File: src/rtl/mem_port_arbiter_pkg.sv
// Shared types for the memory port arbiter: FSM states, grant encoding and
// the latched request record driven onto the memory port.
package MemArbStruct;

    localparam int ARB_ADDR_W = 64;
    localparam int ARB_DATA_W = 64;

    typedef enum logic [1:0] {
        IDLE,
        BUSY,
        DONE
    } state_t;

    typedef enum logic [1:0] {
        GRANT_NONE,
        GRANT_I,
        GRANT_D
    } grant_t;

    // Fields are sized for the widest supported configuration; the top
    // module uses the low ADDR_WIDTH / DATA_WIDTH bits.
    typedef struct packed {
        logic [ARB_ADDR_W-1:0]   addr;
        logic [ARB_DATA_W-1:0]   wdata;
        logic [ARB_DATA_W/8-1:0] wmask;
        logic                    we;
    } req_t;

endpackage

File: src/rtl/mem_port_arbiter_grant_select.sv
// Winner selection between instruction fetch and data/PTW requests.
// Optional feature: MEM_ARB_ROUND_ROBIN_EN selects round-robin on conflict;
// otherwise the data port always wins.
module arb_grant_select
    import MemArbStruct::*;
(
    input  logic   i_req,
    input  logic   d_req,
    input  grant_t last_grant,
    output grant_t grant
);

`ifdef MEM_ARB_ROUND_ROBIN_EN
    // On conflict, serve the port that was not granted last time.
    always_comb begin
        grant = GRANT_NONE;
        if (i_req && d_req) begin
            grant = (last_grant == GRANT_D) ? GRANT_I : GRANT_D;
        end else if (d_req) begin
            grant = GRANT_D;
        end else if (i_req) begin
            grant = GRANT_I;
        end
    end
`else
    // History is tracked by the caller but has no effect in fixed priority.
    logic unused_last_grant;
    assign unused_last_grant = ^last_grant;

    // Data port has fixed priority over instruction fetch.
    always_comb begin
        grant = GRANT_NONE;
        if (d_req) begin
            grant = GRANT_D;
        end else if (i_req) begin
            grant = GRANT_I;
        end
    end
`endif

endmodule

File: src/rtl/mem_port_arbiter.sv
// Arbitrates instruction fetch and data/PTW requests onto one memory port.
// One transaction at a time: IDLE latches the winner, BUSY holds mem_req
// until mem_ready, DONE releases the winner's stall for a single cycle.
// Optional feature: MEM_ARB_ROUND_ROBIN_EN (resolved in arb_grant_select).
module mem_port_arbiter
    import MemArbStruct::*;
#(
    parameter int ADDR_WIDTH = 64,
    parameter int DATA_WIDTH = 64
) (
    input  logic                    clk,
    input  logic                    rstn,
    input  logic                    i_req,
    input  logic [ADDR_WIDTH-1:0]   i_addr,
    output logic                    i_stall,
    output logic [31:0]             i_inst,
    input  logic                    d_wen,
    input  logic                    d_ren,
    input  logic [ADDR_WIDTH-1:0]   d_addr,
    input  logic [DATA_WIDTH-1:0]   d_wdata,
    input  logic [DATA_WIDTH/8-1:0] d_wmask,
    output logic                    d_stall,
    output logic [DATA_WIDTH-1:0]   d_rdata,
    output logic                    mem_req,
    output logic                    mem_we,
    output logic [ADDR_WIDTH-1:0]   mem_addr,
    output logic [DATA_WIDTH-1:0]   mem_wdata,
    output logic [DATA_WIDTH/8-1:0] mem_wmask,
    input  logic                    mem_ready,
    input  logic [DATA_WIDTH-1:0]   mem_rdata
);

    state_t                state_q, state_d;
    grant_t                grant_q, grant_d;
    grant_t                last_q, last_d;
    grant_t                sel_grant;
    req_t                  req_q, req_d;
    logic [DATA_WIDTH-1:0] buf_q, buf_d;
    logic                  d_req;

    assign d_req = d_wen | d_ren;

    arb_grant_select u_sel (
        .i_req      (i_req),
        .d_req      (d_req),
        .last_grant (last_q),
        .grant      (sel_grant)
    );

    // State, grant history, latched request and response buffer.
    always_ff @(posedge clk or negedge rstn) begin
        if (!rstn) begin
            state_q <= IDLE;
            grant_q <= GRANT_NONE;
            last_q  <= GRANT_I;
            req_q   <= '0;
            buf_q   <= '0;
        end else begin
            state_q <= state_d;
            grant_q <= grant_d;
            last_q  <= last_d;
            req_q   <= req_d;
            buf_q   <= buf_d;
        end
    end

    // Next-state logic: grant in IDLE, wait for mem_ready in BUSY, one DONE cycle.
    always_comb begin
        state_d = state_q;
        grant_d = grant_q;
        last_d  = last_q;
        req_d   = req_q;
        buf_d   = buf_q;
        case (state_q)
            IDLE: begin
                if (sel_grant != GRANT_NONE) begin
                    grant_d = sel_grant;
                    last_d  = sel_grant;
                    req_d   = '0;
                    if (sel_grant == GRANT_D) begin
                        req_d.addr[ADDR_WIDTH-1:0]    = d_addr;
                        req_d.wdata[DATA_WIDTH-1:0]   = d_wdata;
                        req_d.wmask[DATA_WIDTH/8-1:0] = d_wmask;
                        req_d.we                      = d_wen;
                    end else begin
                        req_d.addr[ADDR_WIDTH-1:0] = i_addr;
                    end
                    state_d = BUSY;
                end
            end
            BUSY: begin
                // The transaction completes even if the requester has gone away.
                if (mem_ready) begin
                    buf_d   = mem_rdata;
                    state_d = DONE;
                end
            end
            DONE: begin
                grant_d = GRANT_NONE;
                state_d = IDLE;
            end
            default: begin
                state_d = IDLE;
            end
        endcase
    end

    // Memory port and response outputs.
    always_comb begin
        mem_req   = (state_q == BUSY);
        mem_we    = req_q.we;
        mem_addr  = req_q.addr[ADDR_WIDTH-1:0];
        mem_wdata = req_q.wdata[DATA_WIDTH-1:0];
        mem_wmask = req_q.wmask[DATA_WIDTH/8-1:0];
        d_rdata   = buf_q;
        i_inst    = req_q.addr[2] ? buf_q[63:32] : buf_q[31:0];
        i_stall   = i_req & ~((state_q == DONE) && (grant_q == GRANT_I));
        d_stall   = d_req & ~((state_q == DONE) && (grant_q == GRANT_D));
    end

endmodule

File: config.mk
export PLATFORM = sky130hd
export DESIGN_NAME = mem_port_arbiter
export DESIGN_NICKNAME = d
export VERILOG_FILES = /design/src/rtl/mem_port_arbiter_pkg.sv /design/src/rtl/mem_port_arbiter_grant_select.sv /design/src/rtl/mem_port_arbiter.sv
export SDC_FILE = /design/constraint.sdc
export NUM_CORES = 1
export LEC_CHECK = 0
export ABC_CLOCK_PERIOD_IN_PS = 4650
export CORE_AREA = 2 2 197 199
export CTS_CLUSTER_DIAMETER = 200
export CTS_CLUSTER_SIZE = 20
export DETAILED_ROUTE_END_ITERATION = 16
export DIE_AREA = 0 0 199 201
export SLEW_MARGIN = 10
export SYNTH_ARGS = -nofsm -noshare
export SYNTH_HDL_FRONTEND = slang
export SYNTH_SLANG_ARGS = --single-unit
File: constraint.sdc
create_clock -name clk -period 4.65 [get_ports clk]
set_clock_uncertainty 0.15 [all_clocks]
set_input_delay 0.93 -clock clk [delete_from_list [all_inputs] [get_ports clk]]
set_output_delay 0.93 -clock clk [all_outputs]
set_load 0.03 [all_outputs]
==> run metrics, run 1 <==
Resized cells post-CTS 0; final worst path period need between 3 and 4 ns; GRT Overall Usage approximately 15%; CP Class in -> out; Worst-path clk slew ~0.080 ns; RD Place Congestion between 0.7 and 0.8; RSZ-0062 raised after global routing no; CP endpoint kind primary output; Syn Area/Cell 15.6 sq um; DRT Pass-1 Iters 4; Synth Warn # 0; CTS Buf Count 14; top cells by area, synth dfrtp_1 (58%), mux2_2 (24%), a22o_1 (7.2%); final period utilization between 70% and 80%; Final Net Count around 1300; relative slew slack 45.3%; Reg2Reg Launch Point state_q[1]$_DFFE_PN0P_; CP peak stage delay ~0.67 ns; crit path launch d_wen; # setup viols final 0; routed wire length between 30000 and 40000 microns; worst skew pair latency about 0.49 ns; cell count after synthesis ~560; number of global-route vias before repair ~7300; initial cell density of the core a little under a quarter; P_leak just over 6 nW; crit-path leading delay family buffers and inverters; full die area 40000 sq um; Via Count 6699; area of the multi-input gates 3420 sq um; CP startpoint kind primary input; # fillers 3689; Sink Count between 200 and 250; detailed-route wire length per cell 19.4 microns; slowest CP cell clkdlybuf4s50_1; Hold WC Path Type reg -> reg; Synth async-reset ratio 100%; Die Ht ~200 microns; CP endpoint d_stall; post-synth cell types 21; peak supply drop about 0.50 mV; CTS tree built; reg-to-reg endpoint mem_wdata[59]$_DFFE_PN0P_; antenna violations before repair 0; total power roughly 11 mW; Mapped Area 8790 sq um; Yosys top cell by area dfrtp_1; root buffer cell clkbuf_16; status complete, no violations; Die W between 150 and 200 microns; Final Hold Viols 0; Critical Path AT between 2 and 3 ns; r2r worst-path depth 5; Avg Vias per Cell roughly 4.3; Critical Path Fanout Max 14; first-pass GRT wire length around 45000 microns; Fmax achieved 274 MHz; Synth top area share 58.3%; n_diodes 0; Core Area ~38000 sq um; post-CTS setup buffer count 0; critical path, cell by cell clkdlybuf4s50_1 -> or2_4 -> o31a_1 -> clkdlybuf4s50_1; DR iter-0 viols about 160; critical path depth 4; Seq/Total Area, Yosys between 50% and 60%; CTS max path bufs 3; register area 5130 sq um; Slew Limit Fails 0; fraction of layout cells with a size suffix above 1 24.7%; hold_buf cts 0; H-tree depth 1; IO Port Bufs 505; Post-Syn Nets ~830; largest net degree at the start of global routing 93; # DRC 0; most common cell after layout, fill and taps aside clkdlybuf4s50_1; Buf+Inv Stages, Crit Path 2; maxcap violations 0; Fin Setup TNS 0 ns; Layout Utilization ~39%; CP most frequent cell clkdlybuf4s50_1; post-route ant nets 0; Worst Max-Slew Pin Slew roughly 0.82 ns; number of synthesized flops with an enable pin 0; prevailing post-synth register cell dfrtp_1; synth-to-layout area growth 68.6%; Worst Path Required approximately 3.6 ns; power density over the cells between 700 and 800 nW/um^2; Site Rows 72; commonest non-fill, non-tap cells in the layout clkdlybuf4s50_1 (504), dfrtp_1 (205), mux2_2 (186); total gr overflow 0; Seq cells post-synth approximately 210; number of placed I/O pins between 500 and 600; hpwl dp roughly 23000 microns; reg-to-reg slack, setup 2.75 ns
## power breakdown
part	internal (mW)	total, mW	switching [mW]	leakage, nW
Combinational	3.19	6.89	3.69	3.49
Clock	0.585	1.22	0.637	0.192
Sequential	2.67	3.26	0.584	2.46
Total	6.45	11.4	4.91	6.14
## stage by stage
step	instance area (sq um)	instances	setup slack [ns]	hold slack, ns
after global routing	14800	1574	0.945	0.372
after global placement	14400	1558	1.01	0.337
after CTS	14800	1574	0.993	0.364
after detailed placement	14400	1558	0.967	0.340
final	14800	1574	0.995	0.358
after floorplan	8790	563	1.81	0.356
## worst min-delay path by stage
stage                                          from                         to  cells past startpoint
after floorplan              grant_q[1]$_DFFE_PN0P_     grant_q[1]$_DFFE_PN0P_                      1
after global placement    mem_wdata[12]$_DFFE_PN0P_  mem_wdata[12]$_DFFE_PN0P_                      1
after detailed placement  mem_wdata[21]$_DFFE_PN0P_  mem_wdata[21]$_DFFE_PN0P_                      1
after CTS                  mem_addr[31]$_DFFE_PN0P_   mem_addr[31]$_DFFE_PN0P_                      1
after global routing       mem_addr[15]$_DFFE_PN0P_   mem_addr[15]$_DFFE_PN0P_                      1
final                      mem_addr[11]$_DFFE_PN0P_   mem_addr[11]$_DFFE_PN0P_                      1
## registers in the layout (all words and copies together) (netlist names)
| name | cells |
|---|---|
| mem_we | 1 |
| state_q | 2 |
| grant_q | 2 |
| mem_wdata | 64 |
| d_rdata | 64 |
| mem_wmask | 8 |
| mem_addr | 64 |
## cells in the mapped netlist (2+ instances only)
master,number
a22o_1,72
clkbuf_1,5
o31a_1,2
buf_2,28
mux2_4,39
buf_6,5
buf_4,4
nor2_1,2
mux2_2,186
dfrtp_1,205
inv_1,4
nand2b_1,2
## logic make-up (layout without fill, tap and decap cells)
family          after synthesis  after routing  share of synthesized area (%)
simple gates                  9              9                          0.541
mux                         225            225                           30.5
compound gates               78             78                           7.68
flops                       205            205                           58.3
buf+inv                      46            539                           2.96
## cell type report
cell class	count	area share [%]
repair buffers	519	35.2
flip-flops and latches	205	34.6
multi-input cells	312	23.0
well taps	518	4.37
clock buffers	15	2.53
clock inverters	1	0.110
inverters	4	0.101
## per-layer routing
layer	up-vias	GRT usage [%]	wire length [microns]
met2	314	26.1	15100
met3	31	5.48	3030
li1	3034	-	-
met5	-	0	0
met4	0	3.62	714
met1	3320	16.4	11600
(Power assumes the default switching activity.)
==> inputs of run 2 (changes only) <==
--- a/config.mk
+++ b/config.mk
@@ -5,7 +5,7 @@
 export SDC_FILE = /design/constraint.sdc
 export NUM_CORES = 1
 export LEC_CHECK = 0
-export ABC_CLOCK_PERIOD_IN_PS = 4650
+export ABC_CLOCK_PERIOD_IN_PS = 3500
 export CORE_AREA = 2 2 197 199
 export CTS_CLUSTER_DIAMETER = 200
 export CTS_CLUSTER_SIZE = 20
==> constraint.sdc (replaced) <==
create_clock -name clk -period 3.5 [get_ports clk]
set_clock_uncertainty 0.15 [all_clocks]
set_input_delay 0.7 -clock clk [delete_from_list [all_inputs] [get_ports clk]]
set_output_delay 0.7 -clock clk [all_outputs]
set_load 0.03 [all_outputs]
==> run 2 against run 1 <==
Compared with the run above: wire length up 0.27%; non-clock buffer count rose by 2; core utilization increased by 0.18 points.
==> run metrics, run 2 (synthesized netlist as in run 1, its figures left out) <==
final worst path period need about 3.1 ns; # DRC 0 (unchanged); Sink Count 205 (unchanged); CP peak stage delay 0.66 ns (about the same); number of global-route vias before repair 7292 (-0.72%); CTS Buf Count 14 (unchanged); Avg Vias per Cell 4.26 (+0.11%); fraction of layout cells with a size suffix above 1 24.9% (+0.14 points); Final Hold Viols 0 (unchanged); antenna violations before repair 1 (+1); detailed-route wire length per cell 19.4 microns (about the same); IO Port Bufs 505 (unchanged); Critical Path Fanout Max 3 (-11); Fin Setup TNS 0 ns (unchanged); Fin Hold WS 0.0901 ns (-0.268 ns); CTS max path bufs 3 (unchanged); Clk pwr share 10.8% (about the same); Critical Path AT 2.23 ns (-0.34 ns); Via Count 6719 (+0.30%); PnR worst setup slack 0.416 ns (-0.579 ns); hpwl dp 22700 microns (-0.98%); Site Rows 72 (unchanged); CP startpoint kind primary input; CP endpoint kind primary output; internal power 8.62 mW (+34%); synth-to-layout area growth 69.4%; Buf+Inv Stages, Crit Path 2 (unchanged); H-tree depth 1 (unchanged); r2r worst-path depth 4 (-1); CP most frequent cell clkdlybuf4s50_1; initial cell density of the core 23.1% (unchanged); # setup viols final 0 (unchanged); largest net degree at the start of global routing 76 (-18%); combinational power share 60.8% (+0.2 points); root buffer cell clkbuf_16; most common cell after layout, fill and taps aside clkdlybuf4s50_1; post-CTS setup buffer count 0 (unchanged); worst slack, placed 0.432 ns (-0.535 ns); maxcap violations 0 (unchanged); Resized cells post-CTS 0 (unchanged); DR iter-0 viols 185 (+18%); worst skew pair latency 0.47 ns (-0.02 ns); switch share 43.1% (-0.12 points); post-route ant nets 0 (unchanged); Fmax achieved about 320 MHz; routed wire length 30500 microns (+0.27%); Core Area 38100 sq um (unchanged); Worst-path clk slew 0.09 ns (about the same); Sequential Power Share 28.4% (-0.3 points); Worst Path Required 2.65 ns (-0.92 ns); Worst Max-Slew Pin Slew 0.643 ns (-0.178 ns); Final Net Count 1328 (+0.15%); CP endpoint d_stall; status complete, no violations; relative slew slack 57.1% (+12 points); crit path launch d_wen; power density over the cells 1020 nW/um^2 (+33%); critical path depth 4 (unchanged); full die area 40000 sq um (unchanged); CP Class in -> out; critical path, cell by cell clkdlybuf4s50_1 -> or2_4 -> o31a_1 -> clkdlybuf4s50_1; reg-to-reg endpoint d_rdata[45]$_DFFE_PN0P_; DRT Pass-1 Iters 4 (unchanged); RSZ-0062 raised after global routing no; Hold WC Path Type in -> async; peak supply drop 0.680 mV (+35%); reg-to-reg slack, setup 1.47 ns (-1.28 ns); CTS tree built; hold_buf cts 0 (unchanged); Die Ht 201 microns (unchanged); P_leak 6.17 nW (+0.48%); total net switching power 6.54 mW (+33%); number of placed I/O pins 506 (unchanged); commonest non-fill, non-tap cells in the layout clkdlybuf4s50_1 (504), dfrtp_1 (205), mux2_2 (186); crit-path leading delay family buffers and inverters; Die W 199 microns (unchanged); slowest CP cell clkdlybuf4s50_1; first-pass GRT wire length 45100 microns (+0.28%); Slew Limit Fails 0 (unchanged); RD Place Congestion 0.796 (+2.7%); total gr overflow 0 (unchanged); final period utilization 88.1%; GRT Overall Usage 14.7% (+0.034 points); Reg2Reg Launch Point state_q[0]$_DFFE_PN0P_
==> run 2: changes by cell type in the layout (fill, tap and decap cells not counted) <==
cell and delta:
buf_12 +4, diode_2 +1, buf_4 -2
==> run 2: worst min path at each step <==
stage | endpoint | depth (start not counted)
after floorplan | d_rdata[0]$_DFFE_PN0P_ | 0
after global placement | mem_addr[17]$_DFFE_PN0P_ | 1
after detailed placement | mem_wdata[54]$_DFFE_PN0P_ | 1
after CTS | mem_wdata[30]$_DFFE_PN0P_ | 1
after global routing | mem_wdata[34]$_DFFE_PN0P_ | 1
final | mem_wdata[31]$_DFFE_PN0P_ | 1
==> run 2: power by group through the flow <==
stage / Clock [mW] / Combinational, mW / Sequential, mW
detailed placement: 0 / 9.30 / 4.35
floorplan: 0 / 2.97 / 6.51
CTS: 1.73 / 9.34 / 4.32
finish: 1.63 / 9.22 / 4.31
global placement: 0 / 9.27 / 4.33
global route: 1.81 / 9.66 / 4.48
==> run 2: routing by layer <==
| layer | vias up | routed length (microns) | GRT usage [%] |
|---|---|---|---|
| li1 | 3040 | - | - |
| met1 | 3324 | 11900 | 17.0 |
| met2 | 318 | 14800 | 25.5 |
| met3 | 37 | 2960 | 5.14 |
| met4 | 0 | 842 | 4.16 |
| met5 | - | 0 | 0 |
==> run 2: layout make-up <==
type | instances | area, sq um
clock inverters | 1 | 16.3
flip-flops and latches | 205 | 5130
clock buffers | 15 | 375
fillers | 3649 | 23200
inverters | 4 | 15.0
multi-input cells | 312 | 3420
repair buffers | 521 | 5290
diodes | 1 | 2.50
well taps | 518 | 648
==> run 2: stage by stage <==
stage	cell area (sq um)	util, %	instances	power [mW]
6_report	14900	39.1	1577	15.2
5_1_grt	14900	39.1	1577	15.9
4_1_cts	14900	39.1	1576	15.4
3_5_place_dp	14500	38.1	1560	13.6
3_3_place_gp	14500	38.1	1560	13.6
2_1_floorplan	8790	-	563	9.49
==> run 2: worst register-to-register path, stage by stage (launching register included) <==
cell,delay [ns]
dfrtp_1,0.44
nor2b_1,0.19
nand2_2,0.43
buf_12,0.33
mux2_2,0.39
==> inputs of run 3 (changes only) <==
--- a/config.mk
+++ b/config.mk
@@ -6,12 +6,13 @@
 export NUM_CORES = 1
 export LEC_CHECK = 0
 export ABC_CLOCK_PERIOD_IN_PS = 3500
-export CORE_AREA = 2 2 197 199
+export CORE_AREA = 2 2 196 198
 export CTS_CLUSTER_DIAMETER = 200
 export CTS_CLUSTER_SIZE = 20
 export DETAILED_ROUTE_END_ITERATION = 16
-export DIE_AREA = 0 0 199 201
+export DIE_AREA = 0 0 198 200
 export SLEW_MARGIN = 10
 export SYNTH_ARGS = -nofsm -noshare
 export SYNTH_HDL_FRONTEND = slang
+export SYNTH_HIERARCHICAL = 1
 export SYNTH_SLANG_ARGS = --single-unit
==> run 3 against run 2 <==
Compared with the run above: power fell by 1.4%; synthesized cell count increased by 0.36%; hold slack better by 0.036 ns; core utilization grew 0.47 points; highest routed layer unchanged.
==> run metrics, run 3 <==
H-tree depth 1 (unchanged); synth-to-layout area growth 70.6%; slowest CP cell clkdlybuf4s50_1; # setup viols final 0 (unchanged); # DRC 0 (unchanged); critical path, cell by cell clkdlybuf4s50_1 -> or2_2 -> buf_4 -> o41a_1 -> clkdlybuf4s50_1; peak supply drop 0.612 mV (-9.9%); Critical Path Fanout Max 3 (unchanged); final period utilization 93.2% (+5.1 points); initial cell density of the core 23.2% (+0.11 points); routed wire length 29200 microns (-4.4%); detailed-route wire length per cell 18.6 microns (-4.1%); first-pass GRT wire length 42600 microns (-5.5%); # fillers 3580 (-1.9%); Core Area 37400 sq um (-1.9%); crit-path leading delay family buffers and inverters; CTS tree built; wl on met1 11400 microns (-4.1%); CP startpoint kind primary input; combinational power share 60.5% (-0.3 points); Critical Path AT 2.41 ns (+0.18 ns); Clk pwr share 10.7% (about the same); Mapped Area 8670 sq um (-1.4%); Cells after DPL 1556 (-0.26%); Area after DPL 14400 sq um (-0.69%); most common cell after layout, fill and taps aside clkdlybuf4s50_1; Worst Path Required 2.65 ns (about the same); P_leak 6.02 nW (-2.4%); CTS max path bufs 3 (unchanged); Buf+Inv Stages, Crit Path 3 (+1); Fmax achieved 307 MHz (-5.5%); maxcap violations 0 (unchanged); Syn Area/Cell 15.3 sq um (-1.7%); Synth Warn # 6 (+6); Post-Syn Nets 835 (+0.24%); Worst Max-Slew Pin Slew 0.908 ns (+0.265 ns); area of the multi-input gates 3300 sq um (-3.5%); Slew Limit Fails 0 (unchanged); Via Count 6669 (-0.74%); final instance area 14800 sq um (-0.67%); number of global-route vias before repair 7135 (-2.2%); hpwl dp 22100 microns (-3.0%); relative slew slack 39.4% (-18 points); register area 5130 sq um (unchanged); cell count after synthesis 565 (+0.36%); IO Port Bufs 505 (unchanged); total net switching power 6.43 mW (-1.6%); largest net degree at the start of global routing 89 (+17%); commonest non-fill, non-tap cells in the layout clkdlybuf4s50_1 (504), dfrtp_1 (205), mux2_2 (174); number of placed I/O pins 506 (unchanged); worst skew pair latency 0.48 ns (about the same); switch share 43.0% (-0.081 points); internal power 8.51 mW (-1.3%); Hold WC Path Type in -> async; root buffer cell clkbuf_16; DR iter-0 viols 142 (-23%); DR WL met2 14400 microns (-2.6%); final cell count without fillers 1573 (-0.25%); power density over the cells 1010 nW/um^2 (-0.74%); fraction of layout cells with a size suffix above 1 20.3% (-4.6 points); RD Place Congestion 0.748 (-6.0%); Avg Vias per Cell 4.24 (-0.49%); antenna violations before repair 1 (unchanged); Sink Count 205 (unchanged); hold_buf cts 0 (unchanged); Final Net Count 1331 (+0.23%); post-CTS setup buffer count 0 (unchanged); CP peak stage delay 0.63 ns (-0.03 ns); GRT Overall Usage 13.9% (-0.81 points); Final Hold Viols 0 (unchanged); DRT Pass-1 Iters 4 (unchanged); Sequential Power Share 28.7% (+0.3 points); CP endpoint kind primary output; CP most frequent cell clkdlybuf4s50_1; total gr overflow 0 (unchanged); Fin Setup TNS 0 ns (unchanged); metal3 WL 2680 microns (-9.6%); Die Ht 200 microns (-0.50%); Die W 198 microns (-0.50%); Worst-path clk slew 0.08 ns (about the same); status complete, no violations; Top Metal Used met4; CP Class in -> out; Site Rows 71 (-1.4%); final worst path period need 3.26 ns (+0.178 ns); RSZ-0062 raised after global routing no; post-route ant nets 0 (unchanged); Resized cells post-CTS 0 (unchanged); CTS Buf Count 14 (unchanged); full die area 39600 sq um (-1.0%)
[run 3: path summary, 6_finish.rpt]
check                                        start                  endpoint  slack (ns)  cells past startpoint
setup / recovery                             d_wen                   d_stall        0.24                      5
hold reg to reg            mem_addr[9]$_DFFE_PN0P_   mem_addr[9]$_DFFE_PN0P_        0.36                      1
hold / removal                                rstn   d_rdata[55]$_DFFE_PN0P_        0.13                      1
min in group clk           mem_addr[9]$_DFFE_PN0P_   mem_addr[9]$_DFFE_PN0P_        0.36                      1
max in group asynchronous                     rstn  mem_addr[47]$_DFFE_PN0P_        2.32                      2
setup reg to reg            state_q[0]$_DFFE_PN0P_   d_rdata[41]$_DFFE_PN0P_        1.48                      4
[run 3: cell type report]
cell class | instances | share of cell area [%]
tap | 511 | 4.32
clock buffer | 15 | 2.54
inverter | 6 | 0.152
sequential | 205 | 34.7
antenna | 1 | 0.0169
multi-input combinational | 312 | 22.3
timing repair buffer | 522 | 35.9
clock inverter | 1 | 0.110
[run 3: power groups by stage]
| stage | registers, mW | clock network (mW) | logic, mW |
|---|---|---|---|
| 2_1_floorplan | 6.50 | 0 | 2.89 |
| 3_3_place_gp | 4.31 | 0 | 9.10 |
| 3_5_place_dp | 4.34 | 0 | 9.13 |
| 4_1_cts | 4.31 | 1.71 | 9.16 |
| 5_1_grt | 4.45 | 1.78 | 9.48 |
| 6_report | 4.30 | 1.61 | 9.04 |
[run 3: routing by layer]
layer / GRT usage [%] / vias up
met2: 24.5 / 297
met1: 16.2 / 3284
li1: - / 3058
met4: 3.51 / 0
met5: 0 / -
met3: 4.70 / 30
[run 3: per-stage QoR]
step / power, mW / worst slack, ns / utilization, % / hold slack [ns]
2_1_floorplan: 9.39 / 1.08 / - / 0.254
3_3_place_gp: 13.4 / 0.0838 / 38.5 / 0.337
3_5_place_dp: 13.5 / 0.0439 / 38.5 / 0.340
4_1_cts: 15.2 / 0.223 / 39.6 / 0.144
5_1_grt: 15.7 / 0.197 / 39.6 / 0.176
6_report: 14.9 / 0.238 / 39.6 / 0.126
